File: config.mk
export PLATFORM = sky130hd
export DESIGN_NAME = fifo_word_packer
export DESIGN_NICKNAME = d
export VERILOG_FILES = /design/src/rtl/acc_pkg.sv /design/src/rtl/fifo_word_packer.sv
export SDC_FILE = /design/constraint.sdc
export NUM_CORES = 1
export LEC_CHECK = 0
export BUFFER_PORTS_ARGS = -buffer_cell sky130_fd_sc_hd__buf_2
export CORE_MARGIN = 2
export CORE_UTILIZATION = 40
export CTS_CLUSTER_DIAMETER = 60
export DETAILED_ROUTE_END_ITERATION = 8
export GPL_ROUTABILITY_DRIVEN = 0
export PLACE_DENSITY_LB_ADDON = 0.3
export SLEW_MARGIN = 20
export SYNTH_ARGS = -nofsm -noshare
export SYNTH_HDL_FRONTEND = slang
export SYNTH_SLANG_ARGS = --single-unit
File: constraint.sdc
create_clock -name clk -period 1.96 [get_ports clk]
set_clock_uncertainty 0.1 [all_clocks]
set_input_delay 0.098 -clock clk [delete_from_list [all_inputs] [get_ports clk]]
set_output_delay 0.098 -clock clk [all_outputs]
set_load 0.01 [all_outputs]
File: src/rtl/acc_pkg.sv
// Shared constants for the accelerator input path: byte lane width, word packing factor,
// statistics counter width, and a helper sizing the packer's fill counter.
package acc_pkg;

    localparam int ACC_BYTE_W         = 8;
    localparam int ACC_BYTES_PER_WORD = 4;
    localparam int ACC_COUNT_W        = 16;

    // Fill counts 0..N inclusive, so one bit more than the byte index needs.
    function automatic int acc_fill_w(input int n);
        return $clog2(n) + 1;
    endfunction

endpackage

File: src/rtl/fifo_word_packer.sv
// Pops bytes from a standard-mode sync FIFO (1-cycle read latency) and packs them LSB-first into words.
// Optional build macro FIFO_PACKER_STATS_EN adds the word_count port counting accepted words.
module fifo_word_packer
    import acc_pkg::*;
#(
    parameter int DATA_W         = ACC_BYTE_W,
    parameter int BYTES_PER_WORD = ACC_BYTES_PER_WORD
) (
    input  logic                               clk,
    input  logic                               rst_n,
    input  logic                               fifo_empty,
    input  logic [DATA_W-1:0]                  fifo_dout,
    output logic                               fifo_rd_en,
    output logic                               out_valid,
    input  logic                               out_ready,
    output logic [DATA_W*BYTES_PER_WORD-1:0]   out_data
`ifdef FIFO_PACKER_STATS_EN
    ,
    output logic [ACC_COUNT_W-1:0]             word_count
`endif
);

    localparam int N      = BYTES_PER_WORD;
    localparam int WORD_W = DATA_W * N;
    localparam int ASM_W  = DATA_W * (N - 1);
    localparam int CNT_W  = acc_fill_w(N);

    logic [CNT_W-1:0]  byte_cnt_q, byte_cnt_d;
    logic              rd_pending_q, rd_pending_d;
    logic [ASM_W-1:0]  asm_q, asm_d;
    logic              out_valid_q, out_valid_d;
    logic [WORD_W-1:0] out_data_q, out_data_d;

    logic [CNT_W-1:0]  fill;
    logic              out_fire;
    logic              completing;

    // Handshake: a word transfers on any rising edge where out_valid && out_ready; while out_valid is
    // high and out_ready low, out_data is held unchanged. out_valid never drops without a transfer.
    always_comb begin
        fill       = byte_cnt_q + CNT_W'(rd_pending_q);
        out_fire   = out_valid_q && out_ready;
        completing = rd_pending_q && (byte_cnt_q == CNT_W'(N - 1));

        // The completing byte may only be in flight if the output register is free when it lands.
        fifo_rd_en = rst_n && !fifo_empty &&
                     !((fill == CNT_W'(N - 1)) && out_valid_q && !out_ready);

        rd_pending_d = fifo_rd_en;
        byte_cnt_d   = byte_cnt_q;
        asm_d        = asm_q;
        out_valid_d  = out_valid_q;
        out_data_d   = out_data_q;

        if (out_fire) begin
            out_valid_d = 1'b0;
        end

        if (rd_pending_q) begin
            if (completing) begin
                out_data_d  = {fifo_dout, asm_q};
                out_valid_d = 1'b1;
                byte_cnt_d  = '0;
            end else begin
                for (int i = 0; i < N - 1; i++) begin
                    if (byte_cnt_q == CNT_W'(i)) begin
                        asm_d[i*DATA_W +: DATA_W] = fifo_dout;
                    end
                end
                byte_cnt_d = byte_cnt_q + CNT_W'(1);
            end
        end
    end

    always_ff @(posedge clk or negedge rst_n) begin
        if (!rst_n) begin
            byte_cnt_q   <= '0;
            rd_pending_q <= 1'b0;
            asm_q        <= '0;
            out_valid_q  <= 1'b0;
            out_data_q   <= '0;
        end else begin
            byte_cnt_q   <= byte_cnt_d;
            rd_pending_q <= rd_pending_d;
            asm_q        <= asm_d;
            out_valid_q  <= out_valid_d;
            out_data_q   <= out_data_d;
        end
    end

    assign out_valid = out_valid_q;
    assign out_data  = out_data_q;

`ifdef FIFO_PACKER_STATS_EN
    logic [ACC_COUNT_W-1:0] word_count_q, word_count_d;

    // Wraps naturally from all-ones to zero.
    always_comb begin
        word_count_d = word_count_q + (out_fire ? ACC_COUNT_W'(1) : ACC_COUNT_W'(0));
    end

    always_ff @(posedge clk or negedge rst_n) begin
        if (!rst_n) begin
            word_count_q <= '0;
        end else begin
            word_count_q <= word_count_d;
        end
    end

    assign word_count = word_count_q;
`endif

endmodule
Word-level counts from Yosys, hierarchy flattened
Cells that the tools add are included.

Bits in registers: 61. Input bits: 12. Output and inout port bits: 34. Logic and storage cells: 32.

Add/subtract/negate cells: 2. Equal/unequal tests: 4. Muxes and demuxes: 4. Bitwise logic cells: 1. Reduce and logical (&&, ||, !) cells: 14.

Operators with widths (number): equality test 3 x 2 -> 1 bit, second input constant (3); AND reduction 3 bit (3); logical AND 1 bit (6); adder 3 x 1 -> 3 bit (1); adder 3 x 1 -> 3 bit, second input constant (1); equality test 3 x 1 -> 1 bit, second input constant (1); zero test 1 bit (3); zero test 3 bit (1); two-way mux 1 bit (3); two-way mux 3 bit (1); AND reduction 2 bit (1); NOT 1 bit (1).

Logic depth before layout (Yosys ltp)
Depth after elaboration: 6. Depth in mapped cells: 5.

Least setup slack after synthesis
No wires, ideal clock.

Path kind: flip-flop to flip-flop. Start point: reg byte_cnt_q[0]. End point: reg asm_q[0]. Library setup time: 0.125 ns. Arrival time: 1.391 ns. Required time: 1.735 ns. Slack: 0.343 ns. Cell stages (with the launch flop): 5. Period minus slack after synthesis: 1.617 ns. Cell sequence: dfrtp_1 ha_1 and4bb_1 buf_6 mux2_4.

Cells in the longest elaborated chain, start to end: 4. Elaborated cells between the ends (all ways): 5. Those cells by class: eq/ne (1); bitwise (1); reduce/logical (3).

RTL lines: start, declared (line fifo_word_packer.sv:28) `logic [CNT_W-1:0] byte_cnt_q, byte_cnt_d;`; start signal, assigned (line fifo_word_packer.sv:83) `byte_cnt_q <= byte_cnt_d;`; equality test 3 x 2 -> 1 bit (line fifo_word_packer.sv:43) `completing = rd_pending_q && (byte_cnt_q == CNT_W'(N - 1));`; logical AND 1 bit (line fifo_word_packer.sv:43); NOT 1 bit (no source line); AND reduction 3 bit (no source line) *; end signal, assigned (line fifo_word_packer.sv:85) `asm_q <= asm_d;`; end, declared (line fifo_word_packer.sv:30) `logic [ASM_W-1:0] asm_q, asm_d;`.

Mark *: on every way between the ends. The rest lies on a longest branch, timed or not. A chain may end at the register's enable or synchronous reset.

Worst setup path after layout
Start point: reg byte_cnt_q[0]. End point: out fifo_rd_en.

Cells in the longest elaborated chain, start to end: 6.

RTL lines: adder 3 x 1 -> 3 bit (line fifo_word_packer.sv:41) `fill = byte_cnt_q + CNT_W'(rd_pending_q);`; equality test 3 x 2 -> 1 bit (line fifo_word_packer.sv:47) `!((fill == CNT_W'(N - 1)) && out_valid_q && !out_ready);`; logical AND 1 bit (2 in a row) (line fifo_word_packer.sv:47); zero test 1 bit (line fifo_word_packer.sv:47); logical AND 1 bit (line fifo_word_packer.sv:46) `fifo_rd_en = rst_n && !fifo_empty &&`; end, declared (line fifo_word_packer.sv:13) `output logic fifo_rd_en,`.

No other way between the ends.

==> metrics.md <==
| Metric | Value |
|---|---|
| Initial antenna violation count | 0 |
| I/O pin count | 46 |
| First-pass GRT wire length | 7424 um |
| Dominant cells by area after synthesis | dfrtp_1 57%, mux2_4 30%, buf_6 3.0%, ha_1 2.8%, and4bb_1 1.4% |
| DP Cell Count | 273 |
| Initial Utilization | 0.4158 |
| Reg-to-Reg End | asm_q[1] |
| Commonest non-fill, non-tap cell in the layout | dfrtp_1 |
| H-tree Lvls | 3 |
| DR pass1 iterations | 2 |
| Final hold vios | 0 |
| Clk sinks | 61 |
| Leading area contributor after synthesis | dfrtp_1 |
| Nets | 236 |
| Reg power frac | 0.433 |
| Synth warn | 0 |
| Internal | 3.696 mW |
| CTS tree | built |
| Switching power | 1.383 mW |
| Setup bufs post-CTS | 0 |
| Core area | 6386 um^2 |
| Crit-path max FO | 6 |
| Comb power frac | 0.332 |
| DRC Markers | 0 |
| Most used routing layer | met1 |
| Total track usage | 0.1346 |
| Power density cells | 1531 nW/um^2 |
| Chip Width | 85.47 um |
| Global Route met2 Usage | 0.1804 |
| Mapped Cells | 148 |
| Relative slew slack | 0.5036 |
| Synth Cell Area | 2655 um^2 |
| Share of the synthesized area in the top cell type | 0.5749 |
| Deepest clock path buffer count | 2 |
| RSZ-0062 raised after global routing | no |
| Largest net degree at the start of global routing | 62 |
| Register-to-Register Setup Slack | 0.23 ns |
| Crit path time final | 1.867 ns |
| Max Clk Rate | 535.7 MHz |
| Final hold slack | 0.4048 ns |
| Final HPWL from detailed placement | 2953 um |
| Final wirelength | 4385 um |
| DRT antenna net count | 0 |
| Grt total ovfl | 0 |
| CTS clock-pin slew for the worst setup and hold paths | 0.06 ns |
| Slew Viols, Final | 0 |
| Place WS | 0.2309 ns |
| Setup ws final | 0.09325 ns |
| Critical Path RT | 1.76 ns |
| Worst vdd ir | 853.9 uV |
| Post-synthesis sequential area ratio | 0.5749 |
| CP startpoint | byte_cnt_q[0] |
| Total CTS buffers | 9 |
| Clock share of power | 0.235 |
| Setup TNS | 0 ns |
| Critical path capture point | fifo_rd_en |
| Die H | 85.47 um |
| Hold WC Path Type | reg -> reg |
| Commonest cells after routing, fill and taps aside | 60 x dfrtp_1, 53 x mux2_4, 45 x buf_2 |
| Final std cells w/o fill | 299 |
| PortBufs | 45 |
| Syn_area_per_cell | 17.94 um^2 |
| Area growth syn-to-layout | 24.93% |
| Num rows | 29 |
| Vias in the first global route | 1,437 |
| Layout cells sized above 1 | 0.5856 |
| CP Capture Type | output port |
| Switching Fraction | 0.2723 |
| Critical Setup Path Class | reg -> out |
| Total Die Area | 7305 um^2 |
| Syn_nets | 166 |
| Status | finished clean |
| Final setup viols | 0 |
| Vias | 1,406 |
| WL/cell | 14.67 um |
| Root Buffer | clkbuf_8 |
| Via density | 4.702 |
| R2R cell count | 4 |
| Worst-Skew Late Latency | 0.33 ns |
| CP arrival | 1.67 ns |
| GRT met3 Usage | 0.02918 |
| Measured slew at the worst slew-check pin | 0.7446 ns |
| Post-route clock period utilization | 0.9524 |
| Netlist cell types | 17 |
| Met1 Resource Use GR | 0.1974 |
| Reg-to-Reg Start | byte_cnt_q[0] |
| ANT cells | 0 |
| Worst Setup Start Kind | flip-flop |
| DRC violation total after the first TritonRoute iteration | 43 |
| Synth Register Bits | 61 |
| Max_cap viols | 0 |
| Lkg Pwr | 1.754 nW |
[through the flow]
step | utilization | total power, mW | instance area (um^2)
after floorplan | - | 3.348 | 2655
after global placement | 0.4675 | 3.867 | 2985
after detailed placement | 0.4675 | 3.900 | 2985
after CTS | 0.5180 | 5.144 | 3308
after global routing | 0.5194 | 5.395 | 3317
final | 0.5194 | 5.079 | 3317
[critical path, cell delays in order, from the launching register on]
cell and delay, ns:
dfrtp_2 0.44, ha_1 0.21, ha_1 0.19, xnor2_1 0.13, a41oi_2 0.22, buf_2 0.16
[area by class of cell]
type	instances	area [um^2]
Fill cell	540	3069
Multi-Input combinational cell	78	1050
Clock inverter	5	75.07
Tap cell	77	96.34
Sequential cell	61	1528
Clock buffer	10	137.6
Inverter	2	7.507
Timing Repair Buffer	66	422.9
[cell usage after synthesis]
cell type / instances
a21boi_0: 1
a41oi_1: 1
and2b_2: 1
and4bb_1: 3
buf_6: 7
dfrtp_1: 61
ha_1: 6
inv_1: 2
mux2_2: 3
mux2_4: 53
nand2_1: 1
nand2b_1: 4
nand3b_4: 1
nor2b_1: 1
o21ai_0: 1
o22ai_1: 1
xnor2_1: 1
[worst min path at each step]
stage | depth (start not counted) | end | startpoint | slack [ns]
after global placement | 2 | out_data[24] | rst_n | 0.27
after detailed placement | 3 | rd_pending_q | fifo_empty | 0.26
final | 1 | out_data[31] | out_data[31] | 0.40
after floorplan | 0 | asm_q[0] | rst_n | -0.30
after global routing | 1 | out_data[25] | out_data[25] | 0.42
after CTS | 1 | out_data[31] | out_data[31] | 0.41
[logic make-up (layout without fill, tap and decap cells)]
family | count (synthesis) | count (layout) | share of synthesized area
DFF | 61 | 61 | 0.5749
muxes | 56 | 56 | 0.3124
and+or+nand+nor | 11 | 11 | 0.03817
buffers and inverters | 9 | 83 | 0.03252
adders and majority gates | 6 | 6 | 0.02827
AOI/OAI and AO/OA | 4 | 4 | 0.01037
xor gates and xnor gates | 1 | 1 | 0.003299
[state kept, by name (all words and copies together), names as in the netlist]
| signal | flops |
|---|---|
| out_valid | 1 |
| rd_pending_q | 1 |
| out_data | 32 |
| byte_cnt_q | 3 |
| asm_q | 24 |
[power by group through the flow]
stage,clock network [mW],registers (mW),logic (mW)
global route,1.30,2.28,1.82
floorplan,0,2.30,1.05
detailed placement,0,2.22,1.68
global placement,0,2.22,1.65
finish,1.20,2.20,1.68
CTS,1.23,2.21,1.70
[repair_timing]
item                                   CTS  global route
setup endpoints to repair                0             1
hold buffers                            11             0
endpoints found under the hold margin   95             0
resized for setup                        0             2
[metal layers]
metal	up-vias	share of wire
met3	10	0.041
met4	0	0.027
met5	-	0
met2	37	0.42
met1	696	0.52
li1	663	-
Note: power is estimated with default switching activity, not from simulation.
